## config.mk

```make
export PLATFORM = sky130hd
export DESIGN_NAME = easyaxi_rd_mst
export DESIGN_NICKNAME = d
export VERILOG_FILES = /design/src/rtl/easyaxi_rd_mst.sv
export SDC_FILE = /design/constraint.sdc
export NUM_CORES = 1
export LEC_CHECK = 0
export ABC_AREA = 1
export ABC_CLOCK_PERIOD_IN_PS = 2800
export CAP_MARGIN = 20
export CORE_ASPECT_RATIO = 1.75
export CORE_MARGIN = 2
export CORE_UTILIZATION = 40
export DETAILED_ROUTE_END_ITERATION = 8
export GPL_TIMING_DRIVEN = 0
export PLACE_DENSITY = 0.74
export SKIP_LAST_GASP = 1
export SLEW_MARGIN = 40
export SYNTH_ARGS = -nofsm -noshare
export SYNTH_HDL_FRONTEND = slang
export SYNTH_SLANG_ARGS = --single-unit
```

## constraint.sdc

```tcl
create_clock -name clk -period 2.8 [get_ports clk]
set_input_delay 0.56 -clock clk [delete_from_list [all_inputs] [get_ports clk]]
set_output_delay 0.56 -clock clk [all_outputs]
set_load 0.01 [all_outputs]
```

## src/rtl/easyaxi_rd_mst.sv

```systemverilog
`timescale 1ns/1ps
`default_nettype none
// ============================================================================
//  Module   : easyaxi_rd_mst
//  Brief    : Simple AXI read master. Issues REQ_NUM single-outstanding read
//             bursts (burst i: id=i, len=i, addr=ADDR_BASE+i*ADDR_STEP),
//             accepts all R beats and reports beat count, last data and
//             sticky response / rlast protocol error flags.
//  Revision : 1.0  initial release
// ============================================================================

`ifndef AXI_ID_W
`define AXI_ID_W 4
`endif
`ifndef AXI_ADDR_W
`define AXI_ADDR_W 16
`endif
`ifndef AXI_LEN_W
`define AXI_LEN_W 8
`endif
`ifndef AXI_SIZE_W
`define AXI_SIZE_W 3
`endif
`ifndef AXI_BURST_W
`define AXI_BURST_W 2
`endif
`ifndef AXI_DATA_W
`define AXI_DATA_W 32
`endif
`ifndef AXI_RESP_W
`define AXI_RESP_W 2
`endif
`ifndef AXI_RESP_OK
`define AXI_RESP_OK 2'b00
`endif

module easyaxi_rd_mst #(
  parameter int unsigned                  REQ_NUM   = 4,
  parameter logic [`AXI_ADDR_W-1:0]       ADDR_BASE = 16'h0000,
  parameter logic [`AXI_ADDR_W-1:0]       ADDR_STEP = 16'h0010,
  parameter logic [`AXI_SIZE_W-1:0]       SIZE_VAL  = 3'd2
) (
  input  logic                    clk,
  input  logic                    rst_n,
  input  logic                    enable,
  output logic                    axi_mst_arvalid,
  input  logic                    axi_mst_arready,
  output logic [`AXI_ID_W-1:0]    axi_mst_arid,
  output logic [`AXI_ADDR_W-1:0]  axi_mst_araddr,
  output logic [`AXI_LEN_W-1:0]   axi_mst_arlen,
  output logic [`AXI_SIZE_W-1:0]  axi_mst_arsize,
  output logic [`AXI_BURST_W-1:0] axi_mst_arburst,
  input  logic                    axi_mst_rvalid,
  output logic                    axi_mst_rready,
  input  logic [`AXI_DATA_W-1:0]  axi_mst_rdata,
  input  logic [`AXI_RESP_W-1:0]  axi_mst_rresp,
  input  logic                    axi_mst_rlast,
  output logic                    done,
  output logic                    err_resp,
  output logic                    err_last,
  output logic [15:0]             beat_cnt,
  output logic [`AXI_DATA_W-1:0]  last_rdata
);

  typedef enum logic [1:0] {
    S_IDLE = 2'd0,
    S_AR   = 2'd1,
    S_R    = 2'd2,
    S_DONE = 2'd3
  } state_t;

  // Index of the final burst of a run (REQ_NUM is at most 16).
  localparam logic [4:0]             c_last_idx   = 5'(REQ_NUM - 1);
  localparam logic [`AXI_BURST_W-1:0] c_burst_incr = 2'b01;

  state_t                  r_state;
  state_t                  w_state_nxt;
  logic [4:0]              r_req_idx;
  logic [15:0]             r_beat_idx;
  logic [15:0]             r_beat_cnt;
  logic                    r_err_resp;
  logic                    r_err_last;
  logic [`AXI_DATA_W-1:0]  r_last_rdata;

  logic                    w_start;
  logic                    w_ar_hs;
  logic                    w_r_hs;
  logic                    w_burst_end;
  logic                    w_final_burst;
  logic                    w_at_len;
  logic [`AXI_ID_W-1:0]    w_arid;
  logic [`AXI_ADDR_W-1:0]  w_araddr;
  logic [`AXI_LEN_W-1:0]   w_arlen;

  // Handshake qualifiers: R beats only count while the FSM is in R.
  assign w_start       = (r_state == S_IDLE) && enable;
  assign w_ar_hs       = (r_state == S_AR) && axi_mst_arready;
  assign w_r_hs        = (r_state == S_R) && axi_mst_rvalid;
  assign w_burst_end   = w_r_hs && axi_mst_rlast;
  assign w_final_burst = (r_req_idx == c_last_idx);

  // AR payload is a pure function of the burst index, so it is stable for
  // as long as the FSM waits in AR for arready.
  assign w_arid   = `AXI_ID_W'(r_req_idx);
  assign w_arlen  = `AXI_LEN_W'(r_req_idx);
  assign w_araddr = ADDR_BASE + (`AXI_ADDR_W'(r_req_idx) * ADDR_STEP);
  assign w_at_len = (r_beat_idx == 16'(w_arlen));

  // State register.
  always_ff @(posedge clk or negedge rst_n) begin
    if (!rst_n) begin
      r_state <= S_IDLE;
    end else begin
      r_state <= w_state_nxt;
    end
  end

  // Next-state logic; enable is only looked at in IDLE and DONE.
  always_comb begin
    w_state_nxt = r_state;
    case (r_state)
      S_IDLE: begin
        if (enable) w_state_nxt = S_AR;
      end
      S_AR: begin
        if (w_ar_hs) w_state_nxt = S_R;
      end
      S_R: begin
        if (w_burst_end) w_state_nxt = w_final_burst ? S_DONE : S_AR;
      end
      S_DONE: begin
        if (!enable) w_state_nxt = S_IDLE;
      end
      default: w_state_nxt = S_IDLE;
    endcase
  end

  // Burst/beat bookkeeping, counters, captured data and sticky error flags.
  always_ff @(posedge clk or negedge rst_n) begin
    if (!rst_n) begin
      r_req_idx    <= '0;
      r_beat_idx   <= '0;
      r_beat_cnt   <= '0;
      r_err_resp   <= 1'b0;
      r_err_last   <= 1'b0;
      r_last_rdata <= '0;
    end else begin
      if (w_start) begin
        r_req_idx  <= '0;
        r_beat_idx <= '0;
        r_beat_cnt <= '0;
        r_err_resp <= 1'b0;
        r_err_last <= 1'b0;
      end
      if (w_r_hs) begin
        if (r_beat_cnt != 16'hFFFF) r_beat_cnt <= r_beat_cnt + 16'd1;
        r_last_rdata <= axi_mst_rdata;
        if (axi_mst_rresp != `AXI_RESP_OK) r_err_resp <= 1'b1;
        // Early rlast (index != arlen) or missing rlast (index == arlen).
        if (axi_mst_rlast != w_at_len) r_err_last <= 1'b1;
        if (axi_mst_rlast) begin
          r_beat_idx <= '0;
          if (!w_final_burst) r_req_idx <= r_req_idx + 5'd1;
        end else begin
          r_beat_idx <= r_beat_idx + 16'd1;
        end
      end
    end
  end

  // Output drive: payload is zero outside AR so reset and idle look clean.
  always_comb begin
    axi_mst_arvalid = (r_state == S_AR);
    axi_mst_arid    = '0;
    axi_mst_araddr  = '0;
    axi_mst_arlen   = '0;
    axi_mst_arsize  = '0;
    axi_mst_arburst = '0;
    if (r_state == S_AR) begin
      axi_mst_arid    = w_arid;
      axi_mst_araddr  = w_araddr;
      axi_mst_arlen   = w_arlen;
      axi_mst_arsize  = SIZE_VAL;
      axi_mst_arburst = c_burst_incr;
    end
    axi_mst_rready = (r_state == S_R);
    done           = (r_state == S_DONE);
    err_resp       = r_err_resp;
    err_last       = r_err_last;
    beat_cnt       = r_beat_cnt;
    last_rdata     = r_last_rdata;
  end

endmodule

`default_nettype wire

```

==> out/metrics.cfg, run 1 <==
[floorplanning]
rows=48
die_h_um=138
die_area_um2=11000
core-area_um2=9910
boundaryPins=126
initial_core_util_pct=41.1
die_w_um=80.3

[place]
gp_congestion=0.867
hpwl_um=8330
port_buffers=108

[synth]
yosysSeqAreaShare_pct=44.8
synth_cell_type_count=38
synthesis.area_um2=4070
syn_area_per_cell_um2=7.82
synth_cells=521
ys_ff_latch=73
yosys_warnings=0

[route]
wl_um=10900
vias=3747
drt_pre_antenna_iters=4
post_drt_wl_per_cell_um=13.8
ant_nets=0
drt_iter0_drc=192
drc=0
via_per_inst=4.76

[setup_path]
rr_startpoint=beat_cnt[0]
critPathKind=flop to primary output
start_kind=flop
reg2regPathDepth=10
crit_arrival_ns=2.04
reg2reg_to=beat_cnt[13]
crit_fanout=7
r2r_slack_ns=1.12
critical_path_required_ns=2.24
cp-end-kind=primary output

[sta]
hold_ws_ns=0.0711
finClkSkew_ns=0.00440
setup_viol_count_final=0
rsz0062_at_grt=false
fin_crit_sh_pct=92.7
finalCriticalPeriod_ns=2.60
max_freq_mhz=385
drv_slew=0
hold_viol=0

[grt]
grt_usage_pct=20.2
grt_pass1_wl_um=17300
first_global_vias=3789
gr-total-overflow=0
grt_max_degree=52
antenna_found_initial=0

[cts]
cts_buffer_depth=2
numCtsBuffers=9
holdBufCountCts=0
htreeDepth=3
clk_pin_slew_worst_paths_ns=0.06
cts.root.buffer_cell=clkbuf_16
clock-sinks=73
worst_skew_pair.late_latency_ns=0.34
cts_resized=0
tritoncts=done
cts_setup_buffers=0

[power]
power_density_nw_per_um2=794
vdd_drop_max_mv=0.490
leakagePower_nw=2.78

[final_layout]
nNetsFinal=700
drive_above_1_share_pct=14.2
final_util_pct=57.5
syn_to_final_growth_pct=39.8
n_antenna_cell=0

[run]
drv_cap=0

[hold_path]
hp-class=input pin to asynchronous set/reset pin

[run_status]
status=completed

## state kept, by name, indices dropped and copies added, names as in the netlist
name / flops
r_beat_idx: 16
last_rdata: 32
r_state: 2
err_last: 1
beat_cnt: 16
err_resp: 1
r_req_idx: 5
## metal layers
| metal | up-vias | wire length, um | GRT usage [%] |
|---|---|---|---|
| met5 | - | 0 | 0 |
| met3 | 24 | 349 | 3.41 |
| met4 | 0 | 354 | 10.9 |
| met1 | 1764 | 3950 | 21.2 |
| met2 | 81 | 6200 | 37.5 |
| li1 | 1878 | - | - |
## synthesized netlist by cell type (all sizes together)
cell type    n  area (um^2)
or2          3         18.8
nor4         1         6.26
o22ai        3         18.8
xnor2        5         43.8
a21oi        5         25.0
o21ai       27          143
conb         1         3.75
xor2         5         43.8
inv         51          196
ha           3         37.5
a32o         1         10.0
nand4        8         50.1
o31ai        2         15.0
nor3         1         5.00
buf         40          305
nand2      204          783
dfrtp       73         1830
o32ai        1         8.76
o211ai       3         27.5
nor2        38          238
nand3       44          253
nand3b       2         15.0
## placed cells by master (no fill, tap or decap), types with 2 or more instances in the layout
cell / instances
nor2_1: 25
o22ai_1: 3
xnor2_1: 5
inv_2: 7
a21oi_1: 5
clkbuf_16: 9
nand2_1: 199
conb_1: 17
dfrtp_1: 73
nor2_8: 2
clkdlybuf4s50_1: 107
inv_4: 2
ha_1: 3
nor2_2: 4
o21ai_0: 13
or2_2: 2
o211ai_1: 2
nand4_1: 8
nand3_1: 39
buf_2: 4
nor2_4: 7
buf_4: 33
xor2_1: 5
nand3_2: 4
o21ai_1: 12
buf_6: 3
nand2_2: 4
o31ai_1: 2
inv_1: 42
o21ai_2: 2
nand3b_1: 2
clkinvlp_4: 2
## area by class of cell
| class | instances | area, um^2 |
|---|---|---|
| Inverter | 51 | 196 |
| Sequential cell | 73 | 1830 |
| Multi-Input combinational cell | 373 | 1810 |
| Timing Repair Buffer | 109 | 1110 |
| Clock buffer | 10 | 229 |
| Buffer | 40 | 305 |
| Fill cell | 884 | 4210 |
| Tap cell | 125 | 156 |
| Clock inverter | 6 | 67.6 |
## report_power, final
part           total (mW)  internal, mW  switching (mW)
clock network        1.16         0.693           0.463
registers            1.55          1.34           0.206
logic                1.82         0.909           0.906
total                4.52          2.95            1.58
## worst max-delay path, stage by stage, from the launching register on
cell and delay, ns:
dfrtp_1 0.42, inv_2 0.12, nand2_1 0.18, nor2_1 0.29, buf_4 0.16, clkdlybuf4s50_1 0.52
## worst max path at each step
stage | startpoint | to | slack [ns]
2_1_floorplan | r_state[1] | axi_mst_arid[2] | 1.19
3_3_place_gp | rst_n | last_rdata[0] | -1.44
3_5_place_dp | r_state[1] | axi_mst_arlen[0] | 0.60
4_1_cts | r_state[1] | axi_mst_arlen[0] | 0.19
5_1_grt | r_state[1] | axi_mst_arid[2] | 0.09
6_report | r_state[1] | axi_mst_arlen[0] | 0.20
## cells by family (layout without fill, tap and decap cells)
logic type                 after synthesis  after routing  synth area share, %
and+or+nand+nor                        301            301                 33.6
AOI/OAI and AO/OA                       42             42                 6.08
xor gates and xnor gates                10             10                 2.15
adders and majority gates                3              3                0.921
other                                    1             17               0.0920
DFF                                     73             73                 44.8
buffers and inverters                   91            216                 12.3
## through the flow
stage / setup WS [ns] / total power, mW / setup TNS, ns / cells / cell area (um^2)
2_1_floorplan: 1.19 / 2.47 / 0 / 537 / 4130
3_3_place_gp: -1.44 / 3.33 / -104.47 / 770 / 5370
3_5_place_dp: 0.595 / 3.39 / 0 / 771 / 5400
4_1_cts: 0.191 / 4.56 / 0 / 787 / 5700
5_1_grt: 0.0933 / 4.79 / 0 / 787 / 5700
6_report: 0.205 / 4.52 / 0 / 787 / 5700
Power figures use the tool's default switching activity.
==> inputs of run 2 (changes only) <==
ABC_CLOCK_PERIOD_IN_PS = not set   (was 2800)
==> results of run 2 <==
Final layout, timing and power as in run 1 (identical DEF).
==> inputs of run 3 (changes only) <==
CORE_MARGIN = 1   (was 2)
==> out/metrics.cfg, run 3 (synthesis results as in run 1) <==
[cts]
cts_buffer_depth=2
holdBufCountCts=0
tritoncts=done
cts_setup_buffers=0
clk_pin_slew_worst_paths_ns=0.06
worst_skew_pair.late_latency_ns=0.34
htreeDepth=3
clock-sinks=73
cts.root.buffer_cell=clkbuf_16
numCtsBuffers=9
cts_resized=0

[grt]
first_global_vias=3647
gr-total-overflow=0
antenna_found_initial=0
grt_usage_pct=21.0
grt_max_degree=49
grt_pass1_wl_um=17200

[sta]
hold_viol=0
setup_viol_count_final=0
finalCriticalPeriod_ns=2.58
finClkSkew_ns=0.00634
fin_crit_sh_pct=92.2
max_freq_mhz=388
rsz0062_at_grt=false
drv_slew=0

[final_layout]
n_antenna_cell=0
fillers=908
multi_input_area_um2=1810
layout_commonest_cell=nand2_1
nNetsFinal=700
syn_to_final_growth_pct=40.0
drive_above_1_share_pct=14.4
regArea_um2=1830
layout_common_cells=nand2_1, clkdlybuf4s50_1, dfrtp_1
final_util_pct=57.6
largest_register_ffs=32

[setup_path]
rr_startpoint=beat_cnt[0]
path_depth=5
critical_path_required_ns=2.24
max_stage_delay_ns=0.52
cp_num_buf_inv=3
critPathLaunch=r_state[1]
critPathKind=flop to primary output
start_kind=flop
reg2regPathDepth=10
reg2reg_to=beat_cnt[7]
crit_slowest_cell=clkdlybuf4s50_1
r2r_slack_ns=1.08
crit_fanout=7
cp_top_family=buffers and inverters
crit_arrival_ns=2.02
endpoint=axi_mst_arid[2]
crit_chain=inv_2 > nand2_1 > nor2_1 > buf_4 > clkdlybuf4s50_1
cp-end-kind=primary output

[floorplanning]
core-area_um2=9910
die_area_um2=10600
initial_core_util_pct=41.1
die_w_um=78.3
boundaryPins=126
rows=48
die_h_um=136

[route]
vias=3784
drt_pre_antenna_iters=4
drc=0
wl_um=10600
drt_iter0_drc=222
via_per_inst=4.81
ant_nets=0
post_drt_wl_per_cell_um=13.5

[power]
power_mw=4.55
power.switching_mw=1.60
pwr-share-clk_pct=25.6
comb_power_share_pct=40.0
internal_power_mw=2.95
power_density_nw_per_um2=797
vdd_drop_max_mv=0.529
pwr-share-seq_pct=34.4
leakagePower_nw=2.79
switching_share_pct=35.1

[hold_path]
hp-class=input pin to asynchronous set/reset pin

[run]
drv_cap=0

[run_status]
status=completed

[place]
gp_congestion=0.876
hpwl_um=8160
port_buffers=108

-- run 3: per-layer routing --
layer / routed length, um / track usage, %
met5: 0 / 0
met4: 344 / 9.98
met3: 347 / 3.77
met2: 6020 / 39.1
met1: 3940 / 22.4
-- run 3: metrics by stage --
stage / std cells / hold slack (ns) / setup TNS, ns / setup WS, ns / area, um^2
floorplan: 537 / 0.264 / 0 / 1.19 / 4130
finish: 787 / 0.0780 / 0 / 0.220 / 5700
global placement: 770 / 0.461 / -99.89 / -1.37 / 5370
CTS: 787 / 0.0751 / 0 / 0.218 / 5700
detailed placement: 771 / 0.442 / 0 / 0.595 / 5400
global route: 787 / 0.0831 / 0 / 0.144 / 5700
-- run 3: power groups by stage --
| stage | sequential [mW] | clock (mW) | combinational [mW] |
|---|---|---|---|
| after detailed placement | 1.58 | 0 | 1.82 |
| after global placement | 1.56 | 0 | 1.77 |
| after global routing | 1.60 | 1.24 | 1.97 |
| final | 1.56 | 1.16 | 1.82 |
| after CTS | 1.56 | 1.19 | 1.84 |
| after floorplan | 1.66 | 0 | 0.811 |
-- run 3: how the worst min path moves through the flow --
stage | to | depth (start not counted) | start
after global routing | last_rdata[21] | 1 | rst_n
after CTS | last_rdata[21] | 1 | rst_n
after detailed placement | last_rdata[21] | 1 | rst_n
after global placement | last_rdata[24] | 2 | last_rdata[24]
after floorplan | beat_cnt[0] | 0 | rst_n
final | last_rdata[21] | 1 | rst_n
-- run 3: cell type report --
type	count	area share [%]
clock buffers	9	3.95
clock inverters	7	1.36
multi-input cells	373	31.7
plain buffers	40	5.35
repair buffers	109	19.5
inverters	51	3.44
well taps	125	2.74
flip-flops and latches	73	32.0
